## src/rtl/ras_pkg.sv

```systemverilog
// ras_pkg: shared types and width helpers for the checkpointed return-address
// stack (ras_ckpt) and its checkpoint bank.
//   ras_ptr_w(n)  : pointer/index width, max(1, $clog2(n))
//   ras_cnt_w(n)  : width of an occupancy counter ranging over 0..n
//   ras_ckpt_t    : checkpoint slot {tos, count, top_addr} for the default
//                   configuration; ras_ckpt declares the same layout from its
//                   own parameters so that non-default builds stay consistent.
package ras_pkg;

    localparam int RAS_DEPTH_DEF   = 2;
    localparam int RAS_VLEN_DEF    = 64;
    localparam int RAS_NR_CKPT_DEF = 4;

    function automatic int ras_ptr_w(input int n);
        return (n > 1) ? $clog2(n) : 1;
    endfunction

    function automatic int ras_cnt_w(input int n);
        return $clog2(n + 1);
    endfunction

    localparam int RAS_PTR_W_DEF = ras_ptr_w(RAS_DEPTH_DEF);
    localparam int RAS_CNT_W_DEF = ras_cnt_w(RAS_DEPTH_DEF);

    typedef struct packed {
        logic [RAS_PTR_W_DEF-1:0] tos;
        logic [RAS_CNT_W_DEF-1:0] count;
        logic [RAS_VLEN_DEF-1:0]  top_addr;
    } ras_ckpt_t;

endpackage

```

## src/rtl/ras_ckpt_bank.sv

```systemverilog
// ras_ckpt_bank: NR_CKPT-entry checkpoint register file, one write port and
// one read port. The read is combinational from the slot registers, so a
// write and a read of the same slot in one cycle returns the old contents.
//   clk_i, rst_i : clock, synchronous active-high reset (clears all slots)
//   we_i, waddr_i, wdata_i : write port
//   raddr_i, rdata_o       : read port
module ras_ckpt_bank #(
    parameter int NR_CKPT = 4,
    parameter int ID_W    = 2,
    parameter int W       = 8
) (
    input  logic            clk_i,
    input  logic            rst_i,
    input  logic            we_i,
    input  logic [ID_W-1:0] waddr_i,
    input  logic [W-1:0]    wdata_i,
    input  logic [ID_W-1:0] raddr_i,
    output logic [W-1:0]    rdata_o
);

    logic [W-1:0] slot_r [NR_CKPT];

    // Slot storage: cleared on reset, otherwise written through the single port.
    always_ff @(posedge clk_i) begin
        if (rst_i) begin
            for (int i = 0; i < NR_CKPT; i++) begin
                slot_r[i] <= '0;
            end
        end else if (we_i) begin
            slot_r[waddr_i] <= wdata_i;
        end
    end

    assign rdata_o = slot_r[raddr_i];

endmodule

```

## src/rtl/ras_ckpt_chk.sv

```systemverilog
// ras_ckpt_chk: simulation-only checks for ras_ckpt.
//   - DEPTH and NR_CKPT must be powers of two.
//   - Warns when a slot is restored that was not saved since reset/flush.
// Inputs mirror the ras_ckpt control ports; no outputs.
module ras_ckpt_chk #(
    parameter int DEPTH   = 2,
    parameter int NR_CKPT = 4,
    parameter int ID_W    = 2
) (
    input logic            clk_i,
    input logic            rst_i,
    input logic            flush_i,
    input logic            ckpt_save_i,
    input logic [ID_W-1:0] ckpt_save_id_i,
    input logic            ckpt_restore_i,
    input logic [ID_W-1:0] ckpt_restore_id_i
);

    localparam bit DEPTH_POW2 = ((DEPTH & (DEPTH - 1)) == 0) && (DEPTH >= 2);
    localparam bit NRCK_POW2  = ((NR_CKPT & (NR_CKPT - 1)) == 0) && (NR_CKPT >= 1);

    logic [NR_CKPT-1:0] saved_r;

    // Track which slots hold a checkpoint taken since the last reset or flush.
    always_ff @(posedge clk_i) begin
        if (rst_i || flush_i) begin
            saved_r <= '0;
        end else if (ckpt_save_i) begin
            saved_r[ckpt_save_id_i] <= 1'b1;
        end
    end

    a_depth_pow2: assert property (@(posedge clk_i) DEPTH_POW2)
        else $error("ras_ckpt: DEPTH must be a power of two >= 2");

    a_nrck_pow2: assert property (@(posedge clk_i) NRCK_POW2)
        else $error("ras_ckpt: NR_CKPT must be a power of two >= 1");

    a_restore_saved: assert property (@(posedge clk_i) disable iff (rst_i)
        (ckpt_restore_i && !flush_i) |-> saved_r[ckpt_restore_id_i])
        else $warning("ras_ckpt: restore from slot %0d not saved since reset/flush",
                      ckpt_restore_id_i);

endmodule

```

## src/rtl/ras_ckpt.sv

```systemverilog
// ras_ckpt: parametrised return-address stack with circular overwrite,
// same-cycle push+pop replace and NR_CKPT speculative checkpoints.
//   clk_i, rst_i        : clock, synchronous active-high reset
//   flush_i             : empty the stack (data/checkpoints left as is)
//   push_i, push_addr_i : call - push a return address
//   pop_i               : return - pop the top entry
//   ckpt_save_i/_id_i   : snapshot {tos, count, entry[tos]} into a slot
//   ckpt_restore_i/_id_i: reload tos/count and rewrite entry[tos] from a slot
//   top_addr_o          : entry[tos]
//   top_valid_o         : count != 0
//   count_o             : number of valid entries
// All outputs come straight from state registers.
module ras_ckpt
    import ras_pkg::*;
#(
    parameter int DEPTH   = RAS_DEPTH_DEF,
    parameter int VLEN    = RAS_VLEN_DEF,
    parameter int NR_CKPT = RAS_NR_CKPT_DEF
) (
    input  logic                          clk_i,
    input  logic                          rst_i,
    input  logic                          flush_i,
    input  logic                          push_i,
    input  logic [VLEN-1:0]               push_addr_i,
    input  logic                          pop_i,
    input  logic                          ckpt_save_i,
    input  logic [ras_ptr_w(NR_CKPT)-1:0] ckpt_save_id_i,
    input  logic                          ckpt_restore_i,
    input  logic [ras_ptr_w(NR_CKPT)-1:0] ckpt_restore_id_i,
    output logic [VLEN-1:0]               top_addr_o,
    output logic                          top_valid_o,
    output logic [ras_cnt_w(DEPTH)-1:0]   count_o
);

    localparam int PTR_W = ras_ptr_w(DEPTH);
    localparam int CNT_W = ras_cnt_w(DEPTH);
    localparam int ID_W  = ras_ptr_w(NR_CKPT);
    localparam logic [CNT_W-1:0] CNT_MAX = CNT_W'(DEPTH);

    typedef struct packed {
        logic [PTR_W-1:0] tos;
        logic [CNT_W-1:0] count;
        logic [VLEN-1:0]  top_addr;
    } ckpt_t;

    logic [PTR_W-1:0] tos_r;
    logic [CNT_W-1:0] cnt_r;
    logic [VLEN-1:0]  data_r [DEPTH];

    logic [PTR_W-1:0] tos_nxt_s;
    logic [CNT_W-1:0] cnt_nxt_s;
    logic             wr_en_s;
    logic [PTR_W-1:0] wr_idx_s;
    logic [VLEN-1:0]  wr_data_s;
    logic [PTR_W-1:0] tos_inc_s;
    logic [CNT_W-1:0] cnt_inc_s;
    logic             save_en_s;
    ckpt_t            save_slot_s;
    ckpt_t            rest_slot_s;

    // Pointer arithmetic wraps naturally in PTR_W bits; count saturates at DEPTH.
    assign tos_inc_s = tos_r + PTR_W'(1);
    assign cnt_inc_s = (cnt_r == CNT_MAX) ? cnt_r : (cnt_r + CNT_W'(1));

    // Snapshot reflects the state before any update of this cycle.
    assign save_en_s   = ckpt_save_i & ~flush_i;
    assign save_slot_s = '{tos: tos_r, count: cnt_r, top_addr: data_r[tos_r]};

    ras_ckpt_bank #(
        .NR_CKPT (NR_CKPT),
        .ID_W    (ID_W),
        .W       ($bits(ckpt_t))
    ) u_bank (
        .clk_i   (clk_i),
        .rst_i   (rst_i),
        .we_i    (save_en_s),
        .waddr_i (ckpt_save_id_i),
        .wdata_i (save_slot_s),
        .raddr_i (ckpt_restore_id_i),
        .rdata_o (rest_slot_s)
    );

    // Next-state selection: flush > restore > push/pop.
    always_comb begin
        tos_nxt_s = tos_r;
        cnt_nxt_s = cnt_r;
        wr_en_s   = 1'b0;
        wr_idx_s  = tos_r;
        wr_data_s = push_addr_i;
        if (flush_i) begin
            tos_nxt_s = '0;
            cnt_nxt_s = '0;
        end else if (ckpt_restore_i) begin
            tos_nxt_s = rest_slot_s.tos;
            cnt_nxt_s = rest_slot_s.count;
            wr_en_s   = 1'b1;
            wr_idx_s  = rest_slot_s.tos;
            wr_data_s = rest_slot_s.top_addr;
        end else begin
            case ({push_i, pop_i})
                2'b10: begin
                    tos_nxt_s = tos_inc_s;
                    cnt_nxt_s = cnt_inc_s;
                    wr_en_s   = 1'b1;
                    wr_idx_s  = tos_inc_s;
                end
                2'b01: begin
                    if (cnt_r != '0) begin
                        tos_nxt_s = tos_r - PTR_W'(1);
                        cnt_nxt_s = cnt_r - CNT_W'(1);
                    end else begin
                        tos_nxt_s = tos_r;
                        cnt_nxt_s = cnt_r;
                    end
                end
                2'b11: begin
                    // Replace in place when non-empty; on empty it is a plain push.
                    if (cnt_r != '0) begin
                        wr_en_s  = 1'b1;
                        wr_idx_s = tos_r;
                    end else begin
                        tos_nxt_s = tos_inc_s;
                        cnt_nxt_s = cnt_inc_s;
                        wr_en_s   = 1'b1;
                        wr_idx_s  = tos_inc_s;
                    end
                end
                default: begin
                    wr_en_s = 1'b0;
                end
            endcase
        end
    end

    // Stack state registers; reset wins over every other input.
    always_ff @(posedge clk_i) begin
        if (rst_i) begin
            tos_r <= '0;
            cnt_r <= '0;
            for (int i = 0; i < DEPTH; i++) begin
                data_r[i] <= '0;
            end
        end else begin
            tos_r <= tos_nxt_s;
            cnt_r <= cnt_nxt_s;
            if (wr_en_s) begin
                data_r[wr_idx_s] <= wr_data_s;
            end
        end
    end

    assign top_addr_o  = data_r[tos_r];
    assign top_valid_o = (cnt_r != '0);
    assign count_o     = cnt_r;

    ras_ckpt_chk #(
        .DEPTH   (DEPTH),
        .NR_CKPT (NR_CKPT),
        .ID_W    (ID_W)
    ) u_chk (
        .clk_i             (clk_i),
        .rst_i             (rst_i),
        .flush_i           (flush_i),
        .ckpt_save_i       (ckpt_save_i),
        .ckpt_save_id_i    (ckpt_save_id_i),
        .ckpt_restore_i    (ckpt_restore_i),
        .ckpt_restore_id_i (ckpt_restore_id_i)
    );

endmodule

```

## config.mk

```make
export PLATFORM = sky130hd
export DESIGN_NAME = ras_ckpt
export DESIGN_NICKNAME = d
export VERILOG_FILES = /design/src/rtl/ras_pkg.sv /design/src/rtl/ras_ckpt_bank.sv /design/src/rtl/ras_ckpt_chk.sv /design/src/rtl/ras_ckpt.sv
export SDC_FILE = /design/constraint.sdc
export NUM_CORES = 1
export LEC_CHECK = 0
export BUFFER_PORTS_ARGS = -buffer_cell sky130_fd_sc_hd__buf_2
export CORE_MARGIN = 4
export CORE_UTILIZATION = 54
export CTS_CLUSTER_SIZE = 16
export DETAILED_ROUTE_END_ITERATION = 8
export HOLD_SLACK_MARGIN = 0.05
export PLACE_DENSITY_LB_ADDON = 0.15
export SETUP_SLACK_MARGIN = 0.4
export SYNTH_ARGS = -nofsm -noshare
export SYNTH_HDL_FRONTEND = slang
export SYNTH_SLANG_ARGS = --single-unit
```

## constraint.sdc

```tcl
create_clock -name clk_i -period 5.9 [get_ports clk_i]
set_input_delay 1.77 -clock clk_i [delete_from_list [all_inputs] [get_ports clk_i]]
set_output_delay 1.77 -clock clk_i [all_outputs]
set_load 0.02 [all_outputs]
```

# Word-level counts from Yosys, hierarchy flattened
# Memory sizes are Yosys's and may differ from the RTL's. A register that Yosys moved wholly into a read port is not among the register bits.
# Cells that the tools add are included.
totals:
  wordCells: 57
  ff_bits: 3
  n_memories: 2
  out_inout_bits: 67
  latchBits: 0
  romBits: 0
  ramBits: 396
memory_table:
  columns: ["name", "depth", "word_bits", "rd", "rd_clocked_by_memory_dff", "write_ports", "line", "text"]
  rows:
  - ["u_bank.slot_r", 4, 67, 1, 0, 4, "ras_ckpt_bank.sv:21", "logic [W-1:0] slot_r [NR_CKPT];"]
  - ["data_r", 2, 64, 1, 1, 2, "ras_ckpt.sv:48", "logic [VLEN-1:0] data_r [DEPTH];"]
op_classes:
  bitwise: 2
  div_mod_pow: 0
  add_sub_neg: 4
  magnitude_cmp: 0
  n_eq_ne: 6
  reduce_logical: 8
  shifts: 0
  muxes: 33
  n_mul: 0
ops:
  columns: ["operator", "count"]
  rows:
  - ["two-way mux 64 bit", 3]
  - ["two-way mux 67 bit", 1]
  - ["OR reduction 67 bit", 1]
  - ["OR reduction 64 bit", 1]
  - ["two-way mux 1 bit", 21]
  - ["two-way mux 2 bit", 5]
  - ["equality test 2 bit, second input constant", 3]
  - ["!= test 3 bit, second input constant", 2]
  - ["case mux 2 bit (3 select lines)", 1]
  - ["nonzero test 4 bit", 1]
  - ["OR reduction 2 bit", 2]
  - ["case mux 1 bit (3 select lines)", 1]
  - ["AND reduction 3 bit", 1]
  - ["adder 2 x 1 -> 2 bit, second input constant", 1]
  - ["equality test 2 x 1 -> 1 bit, second input constant", 1]
  - ["case mux 1 bit (2 select lines)", 1]
  - ["AND reduction 2 bit", 1]
  - ["nonzero test 2 bit", 1]
  - ["subtractor 2 x 1 -> 2 bit, second input constant", 1]
  - ["adder 1 bit, second input constant", 1]
  - ["bitwise AND 1 bit", 1]
  - ["inverter 1 bit", 1]
  - ["subtractor 1 bit, second input constant", 1]

# Logic depth before layout (Yosys ltp)
depth:
  word_depth: 10
  ltp_mapped: 7
  ltp_nobuf: 4

# Hierarchy
# Synthesis repeated with hierarchy kept, for this count alone.
hier_totals:
  cells_unflattened: 1120
  hier_area_um2: 17987.3
by_module_without_submodules:
  columns: ["mod", "area_each_um2", "cells_per_inst", "n_inst", "seq_area_each_um2"]
  rows:
  - ["ras_ckpt_bank", 11664.9, 656, 1, 8047.7]
  - ["ras_ckpt", 6322.3, 464, 1, 3923.8]

# Worst setup path before layout
# No wires, ideal clock.
synth_path:
  kind: "in2reg"
  startpoint: "input port ckpt_restore_id_i[0]"
  endpoint: "memory data_r[1][0] (netlist bit) (enable)"
  path_buffers: 3
  path_slack_ps: -307
  setup_time_ps: 499
  required_time_ps: 5401
  path_stages: 7
  arrival_time_ps: 5707
  path_cell_list: "buf_2 mux4_2 and2_1 a31oi_1 buf_2 buf_4 o21bai_1"
synth_lines:
  columns: ["item", "line", "text"]
  rows:
  - ["start, declared", "ras_ckpt.sv:29", "input logic [ras_ptr_w(NR_CKPT)-1:0] ckpt_restore_id_i,"]
  - ["end, declared", "ras_ckpt.sv:48", null]

==> metrics.md <==
| Metric | Value |
|---|---|
| Cells resized by post-CTS repair | `0` |
| Cell with the biggest individual delay on the critical path | `sky130_fd_sc_hd__dfxtp_4` |
| Antenna cell count | `0` |
| Data required time of the critical path | `4130 ps` |
| Overall power of the completed layout | `6400 uW` |
| Clock H-tree levels | `2` |
| Number of buffers inserted for hold repair after clock tree synthesis | `0` |
| Portion of the clock cycle consumed by the worst path in the final layout | `74.0%` |
| Setup clock skew after layout | `9.36 ps` |
| Most common cell after layout, fill and taps aside | `sky130_fd_sc_hd__edfxtp_1` |
| Largest area contributor in the synthesized netlist | `sky130_fd_sc_hd__edfxtp_1` |
| CTS sink count | `400` |
| Worst path buffer plus inverter count | `3` |
| DIE HEIGHT | `187 um` |
| Num ports | `142` |
| Post-route worst setup slack | `1530 ps` |
| Clock buffer count from CTS | `42` |
| Worst path max stage delay | `790 ps` |
| Share of synthesized registers carrying an async set or reset | `0%` |
| Critical Path Start Type | `register` |
| Minimum setup slack after placement | `1480 ps` |
| Highest Clock Rate | `229 MHz` |
| Final nets | `1376` |
| Via/cell ratio | `5.80` |
| Via count | `10100` |
| Share of the yosys chip area belonging to registers | `69.2%` |
| Iteration-0 DRC count of the detailed router | `926` |
| Area enclosed by the die boundary | `35000 um^2` |
| Yosys warning total | `0` |
| Number of distinct library cells after synthesis | `30` |
| Slew at the pin closest to its max-slew limit | `1150 ps` |
| Synth Net Count | `1252` |
| Later-pin clock latency in the skew report | `530 ps` |
| Critical Path, Cell by Cell | `buf_4, mux2i_1, inv_1, buf_2` |
| Most used cells in the layout excluding fill and tap cells | `sky130_fd_sc_hd__edfxtp_1, sky130_fd_sc_hd__nor2_1, sky130_fd_sc_hd__buf_2, sky130_fd_sc_hd__mux2i_1, sky130_fd_sc_hd__inv_1` |
| Post-CTS repair timing setup buffer count | `0` |
| Estimated wirelength of the detail-placed design | `20800 um` |
| Number of global-route vias before repair | `10400` |
| Antenna Violating Nets Remaining | `0` |
| Power per cell area | `326 nW/um^2` |
| Count of flip-flops with a built-in enable after synthesis | `396` |
| Final-layout setup total negative slack | `0 ps` |
| FF+latch count, synth | `400` |
| Highest fanout seen on the critical path | `34` |
| Syn Area/Cell | `14.7 um^2` |
| CTS Buffer Depth | `3` |
| Number of placement rows | `65` |
| Gate count after technology mapping | `1177` |
| Core occupancy in the finished layout | `62.3%` |
| Clock-pin slew on the worst setup and hold paths | `60 ps` |
| Synth top area cells | `sky130_fd_sc_hd__edfxtp_1, sky130_fd_sc_hd__mux4_2, sky130_fd_sc_hd__mux2i_1` |
| Final critical path time including I/O delays and setup | `4370 ps` |
| Average wire per cell in the routed design | `22.5 um` |
| Total iterations of the first detailed-routing run | `5` |
| Number of DRC violations after detailed routing | `0` |
| Routability Congestion | `0.724` |
| Arrival time of the worst setup path | `2600 ps` |
| Sort of element at the end of the critical path | `primary output` |
| Wire length after detailed routing | `39000 um` |
| Largest net degree at the start of global routing | `68` |
| Register-to-Register Setup Slack | `3390 ps` |
| Unrepaired setup endpoints after global routing | `false` |
| Starting density of the core | `54.8%` |
| Start-to-end type of the worst setup path | `reg -> out` |
| Final slew viol count | `0` |
| Dominant register cell in the synthesized netlist | `sky130_fd_sc_hd__edfxtp_1` |
| Netlist area before placement | `17300 um^2` |
| Area growth syn-to-layout | `13.7%` |
| Leakage power total | `0.00744 uW` |
| Number of endpoints with negative hold slack in the final report | `0` |
| Dominant delay contributor by cell family on the critical path | `flip-flops` |
| TritonCTS clock tree | `built` |
| Peak supply drop | `0.213 mV` |
| Max-cap violations | `0` |
| Remaining global-route overflow | `0` |
| Clock root buffer master | `sky130_fd_sc_hd__clkbuf_16` |
| Final Setup Violations | `0` |
| Floorplan Core Area | `31600 um^2` |
| Area share of the largest cell type after synthesis | `68.8%` |
| Global-route wire length before repair | `60600 um` |
| Die Width | `187 um` |
| Tightest Hold Check Type | `reg -> reg` |
| Number of antenna violations at the first check in global routing | `0` |
| Aggregate global-route resource usage | `22.4%` |
| Headroom to the max-slew limit | `23.1%` |
| Number of port buffers | `141` |
| Run status | `complete, no violations` |
| Fraction of layout cells with a size suffix above 1 | `24.5%` |
## registers in the layout, summed over array words and instances, names as in the netlist, named ones only
| register | cells |
|---|---|
| tos_r | 1 |
| u_bank.slot_r | 268 |
| data_r | 128 |
| count_o | 2 |
## layer usage
layer | wire length [um] | up-vias | global-route usage, %
met5 | 0 | - | 0
met4 | 606 | 0 | 4.92
met3 | 2530 | 57 | 3.66
met2 | 19100 | 371 | 37.0
met1 | 16800 | 5116 | 32.0
li1 | - | 4518 | -
## where the power goes
group	switching, uW	total [uW]	internal [uW]
logic	386	575	190
clock network	1050	2510	1460
registers	43.4	3320	3280
total	1470	6400	4930
## cells by family (layout without fill, tap and decap cells)
logic type | after synthesis | in the layout | share of synthesized area [%]
AO/OA/AOI/OAI | 12 | 12 | 0.470
AND/OR/NAND/NOR | 418 | 418 | 10.2
multiplexers | 196 | 196 | 16.2
flip-flops | 400 | 400 | 69.2
buffers and inverters | 150 | 306 | 3.85
XOR/XNOR | 1 | 1 | 0.0506
## through the flow
| step | area, um^2 | hold slack [ps] | instances |
|---|---|---|---|
| 3_3_place_gp | 18400 | 584 | 1659 |
| 5_1_grt | 19700 | 659 | 1735 |
| 6_report | 19700 | 625 | 1735 |
| 4_1_cts | 19700 | 622 | 1735 |
| 3_5_place_dp | 18400 | 613 | 1659 |
| 2_1_floorplan | 17300 | 559 | 1177 |
## area by class of cell
class	count	area [um^2]
repair buffers	161	886
flip-flops and latches	400	12000
well taps	402	503
inverters	69	259
clock buffers	60	1200
fillers	2436	11900
multi-input cells	627	4740
clock inverters	16	103
## path summary, 6_finish.rpt
path,end,cells after the start,from
worst max register to register,data_r[1][48],5,count_o[1]
worst min-delay path,u_bank.slot_r[2][66],2,tos_r
worst min register to register,u_bank.slot_r[2][66],2,tos_r
worst max-delay path,top_addr_o[32],4,register
## synth_stat cells (all sizes together) (2+ instances only)
| library cell | number |
|---|---|
| a21oi | 4 |
| buf | 50 |
| clkbuf | 31 |
| dfxtp | 4 |
| edfxtp | 396 |
| inv | 69 |
| mux2i | 129 |
| mux4 | 67 |
| nand2 | 6 |
| nand2b | 6 |
| nor2 | 334 |
| nor3 | 64 |
| o21ai | 2 |
| or3 | 2 |
| or3b | 2 |
## worst reg2reg max path: stages (launching register included)
cell	delay, ps
sky130_fd_sc_hd__dfxtp_1	450
sky130_fd_sc_hd__o21ai_0	160
sky130_fd_sc_hd__xnor2_1	390
sky130_fd_sc_hd__a31oi_4	160
sky130_fd_sc_hd__o21bai_4	120
sky130_fd_sc_hd__buf_4	820
Note: power is estimated with default switching activity, not from simulation.
